$ cat src/rtl/fetch_stage.sv
// Instruction-fetch stage: owns the PC, issues imem reads, and feeds IF/ID through a
// one-entry skid buffer. Handles redirects (including one arriving mid-miss) and halt.
module fetch_stage #(
  parameter logic [31:0] PC_INIT = 32'h0000_0000
) (
  input  logic        CLK,
  input  logic        RST,
  input  logic        ihit,
  input  logic [31:0] imemload,
  input  logic        stall,
  input  logic        redirect_en,
  input  logic [31:0] redirect_pc,
  input  logic        halt,
  output logic        imemREN,
  output logic [31:0] imemaddr,
  output logic [31:0] instr,
  output logic [31:0] npc,
  output logic        fetch_valid,
  output logic        halted
);

  typedef enum logic [1:0] {StFetch, StDrain, StHalted} state_e;

  state_e      state_q, state_d;
  logic [31:0] pc_q, pc_d;
  logic [31:0] target_q, target_d;
  logic        buf_valid_q, buf_valid_d;
  logic [31:0] buf_instr_q, buf_instr_d;
  logic [31:0] buf_npc_q, buf_npc_d;

  logic [31:0] pc_plus4;
  logic        req;

  assign pc_plus4 = pc_q + 32'd4;
  // Request is derived from state only; reset gating is applied at the port.
  assign req = ((state_q == StFetch) && !buf_valid_q) || (state_q == StDrain);

  always_comb begin
    imemREN     = req && !RST;
    imemaddr    = pc_q;
    instr       = buf_valid_q ? buf_instr_q : imemload;
    npc         = buf_valid_q ? buf_npc_q : pc_plus4;
    fetch_valid = (buf_valid_q || (ihit && req && (state_q == StFetch)))
                  && !redirect_en && !RST;
    halted      = (state_q == StHalted);
  end

  always_comb begin
    state_d     = state_q;
    pc_d        = pc_q;
    target_d    = target_q;
    buf_valid_d = buf_valid_q;
    buf_instr_d = buf_instr_q;
    buf_npc_d   = buf_npc_q;
    case (state_q)
      StFetch: begin
        if (redirect_en && req && !ihit) begin
          // Outstanding request cannot be aborted; wait for its response first.
          target_d    = redirect_pc;
          buf_valid_d = 1'b0;
          state_d     = StDrain;
        end else if (redirect_en) begin
          pc_d        = redirect_pc;
          buf_valid_d = 1'b0;
        end else if (halt) begin
          state_d     = StHalted;
          buf_valid_d = 1'b0;
        end else if (buf_valid_q) begin
          if (!stall) buf_valid_d = 1'b0;
        end else if (ihit) begin
          pc_d = pc_plus4;
          if (stall) begin
            buf_instr_d = imemload;
            buf_npc_d   = pc_plus4;
            buf_valid_d = 1'b1;
          end
        end
      end
      StDrain: begin
        if (redirect_en) target_d = redirect_pc;
        if (ihit) begin
          pc_d    = redirect_en ? redirect_pc : target_q;
          state_d = StFetch;
        end
      end
      StHalted: ;
      default: state_d = StFetch;
    endcase
  end

  always_ff @(posedge CLK or posedge RST) begin
    if (RST) begin
      state_q     <= StFetch;
      pc_q        <= PC_INIT;
      target_q    <= 32'h0;
      buf_valid_q <= 1'b0;
      buf_instr_q <= 32'h0;
      buf_npc_q   <= 32'h0;
    end else begin
      state_q     <= state_d;
      pc_q        <= pc_d;
      target_q    <= target_d;
      buf_valid_q <= buf_valid_d;
      buf_instr_q <= buf_instr_d;
      buf_npc_q   <= buf_npc_d;
    end
  end

endmodule
$ cat config.mk
export PLATFORM = sky130hd
export DESIGN_NAME = fetch_stage
export DESIGN_NICKNAME = d
export VERILOG_FILES = /design/src/rtl/fetch_stage.sv
export SDC_FILE = /design/constraint.sdc
export NUM_CORES = 1
export LEC_CHECK = 0
export CAP_MARGIN = 20
export CORE_AREA = 5 5 170 131
export DETAILED_ROUTE_END_ITERATION = 7
export DIE_AREA = 0 0 175 136
export PLACE_DENSITY_LB_ADDON = 0.15
export SLEW_MARGIN = 15
export SYNTH_ARGS = -nofsm -noshare
export SYNTH_HDL_FRONTEND = slang
export SYNTH_SLANG_ARGS = --single-unit
$ cat constraint.sdc
create_clock -name CLK -period 5.35 [get_ports CLK]
set_input_delay 1.3375 -clock CLK [delete_from_list [all_inputs] [get_ports CLK]]
set_output_delay 1.3375 -clock CLK [all_outputs]
set_load 0.05 [all_outputs]
Yosys cells after proc, flatten, opt, wreduce, memory -nomap -nowiden
Cells that the tools add are included.
- register bits after elaboration: 131
- bits in latches: 0
- bits in writable memories: 0
- memory bits (read-only): 0
- input port bits: 70
- output and inout port bits: 99
- logic and storage cells: 65
- memories: 0
- add/subtract/negate cells: 1
- multiply operators: 0
- divide/modulo/power cells: 0
- magnitude comparators: 0
- equality and inequality tests: 10
- shifts and indexed selects: 0
- mux-type cells: 23
- bitwise operators: 5
- reduce and logical (&&, ||, !) cells: 20
- operators with widths (cell ; count):
    32-bit 2-to-1 mux ; 10
    32-bit one-hot mux with 2 select lines ; 2
    32-bit by 3-bit adder with 32-bit output (second input constant) ; 1
    3-bit != test (second input constant) ; 3
    1-bit logical AND ; 8
    2-bit 2-to-1 mux ; 4
    7-bit AND reduction ; 1
    1-bit 2-to-1 mux ; 6
    3-bit by 2-bit != test with 1-bit output (second input constant) ; 2
    2-bit one-hot mux with 3 select lines ; 1
    6-bit AND reduction ; 1
    1-bit NOT ; 5
    1-bit zero test ; 4
    2-bit != test (second input constant) ; 2
    4-bit AND reduction ; 1
    2-bit by 1-bit == test with 1-bit output (second input constant) ; 1
    2-bit == test (second input constant) ; 1
    2-bit zero test ; 1
    1-bit logical OR ; 2
    2-bit by 1-bit != test with 1-bit output (second input constant) ; 1
    2-bit AND reduction ; 1
    2-bit nonzero test ; 1

Depth between registers and ports, before layout
Gate-level depths: netlist of the first run.
- depth in word-level cells: 8
- depth in mapped cells: 8
- gate-level depth less buffers: 6

Worst setup path after synthesis of the first run
Ideal clock, no wire load.
- kind: register to output
- start: register pc_q[2], in the netlist imemaddr[2]
- end: output npc[28]
- data arrival time: 3139 ps
- required time: 4013 ps
- slack: 873 ps
- stages on the path, launching flop included: 7
- buffers on the path: 0
- cells stage by stage: dfrtp_1 ha_1 nand3_2 nor4_1 nand4_1 xor2_1 a21oi_1
- cells in the longest elaborated chain, start to end: 2
- ends and longest elaborated chain (element ; line ; source):
    from (decl) ; 25 ; logic [31:0] pc_q, pc_d;
    from (signal assigned) ; 101 ; pc_q <= pc_d;
    32-bit by 3-bit adder with 32-bit output ; 34 ; assign pc_plus4 = pc_q + 32'd4;
    32-bit 2-to-1 mux ; 42 ; npc = buf_valid_q ? buf_npc_q : pc_plus4;
    to (decl) ; 17 ; output logic [31:0] npc,
Every way passes these cells.

Final worst setup path of the first run
- start: register pc_q[2], in the netlist imemaddr[2]
- end: output npc[26]
The elaborated chain is that of the path after synthesis.

==> impl_metrics.toml, run 1 <==
[outcome]
outcome = "finished, final reports clean"

[timing]
skew_ps = 11.75
period_share_pct = 85.02
finalWorstSetupSlack_ps = 801.3
final-hold-violation-count = 0
layout_min_cycle_time_ps = 4549
report.final.slew_viol_count = 0
fin_setup_tns_ps = 0
setup_viol = 0
worstMarginPinSlew_ps = 942.7
fmaxAchievable_mhz = 219.8
max_slew_margin_pct = 37.15
rsz0062_at_grt = "no"

[finish]
mostFrequentLayoutCell = "clkdlybuf4s50_1"
syn_to_final_growth_pct = 34.66
antennaDiodeCount = 0
drive_above_1_share_pct = 23.12
layout_common_cells = "139 x clkdlybuf4s50_1, 131 x dfrtp_1, 111 x mux2_2"
num-nets-final = 897

[floorplan]
core_area_um2 = 20600
initial_core_util_pct = 33.87
dieArea_um2 = 23800
ios = 169
die_w_um = 175
fp.dieH_um = 136
rows = 46

[drt]
vias_per_cell = 5.199
num_vias = 5735
first_pass_iters = 5
drtIter0Drc = 523
ant_nets = 0
post-route-drc-count = 0
routedWlPerCell_um = 18.56
finalWirelength_um = 20480

[yosys]
synth_seq_cells = 131
synth_area_per_cell_um2 = 10.23
synthesis.area_um2 = 6978
syn_inst = 682
synth_top_cells_by_area = "dfrtp_1 47%, mux2_2 18%, a21oi_1 6.0%"
syn_nets = 753
synth_seq_area_share_pct = 46.98
ys.warnings.count = 0
synth_edf_count = 0
yosysTopAreaCellShare_pct = 46.98
yosys.area.top_type = "dfrtp_1"
synth_ff_type = "dfrtp_1"
ys_types = 52
async_flop_share_pct = 100.0

[worst_hold_path]
worstHoldPathCells = 2
min_to = "target_q[4]"
worstHoldPathType = "reg2reg"
worstHoldStart = "target_q[4]"

[placement]
hpwl_um = 14680
port_buffers = 168
pre_cts_slack_ps = 1029
gp_congestion = 0.7929

[grt]
grt_pass1_vias = 5575
grt_pass1_wl_um = 32130
antenna_found_initial = 0
grt-ovfl-total = 0
track_usage_pct = 17.25
grt_max_degree = 72

[cts]
cts_sinks = 131
insertion_delay_ps = 420
numCtsBuffers = 17
cts_htree_levels = 4
cts.clk_slew.worst_paths_ps = 60
postCtsSetupBuffers = 0
cts-root-buf = "clkbuf_16"
cts.path.max_buffers = 2
ctsResizeCount = 0
postCtsHoldBufs = 0
cts_tree = "done"

[worst_setup_path]
worstReg2RegEnd = "buf_npc_q[22]"
cp_num_buf_inv = 1
critPathTopFamily = "simple AND/OR/NAND/NOR gates"
rrSetupSlack_ps = 2690
crit_chain = "ha_1 > nand3_2 > or4_4 > nor4_4 > xnor2_1 > a21oi_1 > buf_4"
cp_slowest_cell = "or4_4"
start_kind = "register"
critPathRequiredTime_ps = 4010
reg2regPathDepth = 6
crit_type = "reg2out"
worstReg2RegStart = "imemaddr[2]"
max_stage_delay_ps = 650
cp.arrival_ps = 3210
cp_max_fo = 9
cp-end-kind = "output pin"

[pwr]
pwr-share-comb_pct = 54.0
power_density_nw_per_um2 = 691.7
p_sw_share_pct = 47.46
pwr-share-clk_pct = 17.5
p_int_w = 0.003415
switching_power_w = 0.003085
seq_power_share_pct = 28.5
p_leak_nw = 3.925
vdd_drop_max_mv = 0.3637

[job]
max_cap_violations = 0
## worst max-delay path by stage
stage	start	to	slack [ps]	cells past startpoint
5_1_grt	imemaddr[2]	npc[24]	650	7
2_1_floorplan	RST	buf_instr_q[0]	510	1
3_3_place_gp	ihit	fetch_valid	1040	4
6_report	imemaddr[2]	npc[26]	800	7
3_5_place_dp	ihit	fetch_valid	1030	4
4_1_cts	imemaddr[2]	npc[24]	790	7
## area by class of cell
| cell class | count | area [um2] |
|---|---|---|
| clock buffers | 23 | 467.9 |
| clock inverters | 9 | 105.1 |
| fillers | 1935 | 11210 |
| inverters | 5 | 21.27 |
| multi-input cells | 491 | 3462 |
| flip-flops and latches | 131 | 3278 |
| well taps | 264 | 330.3 |
| repair buffers | 180 | 1732 |
## metrics by stage
stage | power, W | utilization [%] | hold slack [ps] | cell area (um2) | std cells
after CTS | 0.006529 | 45.47 | 487.4 | 9369 | 1102
after global placement | 0.005299 | 42.69 | 464.1 | 8796 | 1070
after global routing | 0.006851 | 45.60 | 510.9 | 9397 | 1103
after floorplan | 0.004324 | - | 449.2 | 6978 | 682
after detailed placement | 0.005366 | 42.69 | 474.0 | 8796 | 1070
final | 0.006500 | 45.60 | 488.7 | 9397 | 1103
## metal layers
metal | vias to the layer above | GRT usage (%) | routed length (um)
li1 | 2730 | - | -
met1 | 2798 | 26.24 | 10190
met2 | 195 | 24.11 | 8786
met3 | 12 | 4.476 | 1276
met4 | 0 | 4.623 | 223
met5 | - | 0 | 0
## sequential cells by signal, summed over array words and instances (netlist names)
| signal | count |
|---|---|
| state_q | 2 |
| target_q | 32 |
| buf_npc_q | 32 |
| buf_instr_q | 32 |
| imemaddr | 32 |
| buf_valid_q | 1 |
## logic make-up (layout without fill, tap and decap cells)
logic type	count (synthesis)	in the layout	synth area share, %
AOI/OAI and AO/OA	167	167	14.52
xor gates and xnor gates	28	28	3.514
adders and majority gates	1	1	0.1793
buffers and inverters	60	217	3.586
DFF	131	131	46.98
muxes	116	116	18.63
and+or+nand+nor	179	179	12.59
## power groups by stage
| stage | sequential [W] | combinational, W | clock [W] |
|---|---|---|---|
| floorplan | 0.00211 | 0.00221 | 0 |
| global placement | 0.00184 | 0.00346 | 0 |
| detailed placement | 0.00186 | 0.00350 | 0 |
| CTS | 0.00185 | 0.00351 | 0.00117 |
| global route | 0.00192 | 0.00372 | 0.00121 |
| finish | 0.00186 | 0.00351 | 0.00114 |
## tightest hold or removal path: stages (launching register included)
cell     delay (ps)
dfrtp_1         340
nand2_1          40
o21ai_0          70
## Yosys cell counts (all sizes together) (3+ instances only)
master,instances
a211oi,6
a21oi,83
a22o,5
a2bb2oi,8
a31oi,8
and2,8
and3,8
buf,20
clkbuf,35
dfrtp,131
inv,5
mux2,111
mux2i,5
nand2,30
nand3,13
nand4,11
nor2,82
nor2b,3
nor3,9
nor4,6
o21a,6
o21ai,19
o22a,9
o22ai,9
or2,3
xnor2,17
xor2,11
Power figures use the tool's default switching activity.
==> run 2, diff against run 1 <==
SKIP_LAST_GASP = 1   (was unset)
==> results of run 2 <==
The final DEF is identical to that of run 1; final timing and power are the same.
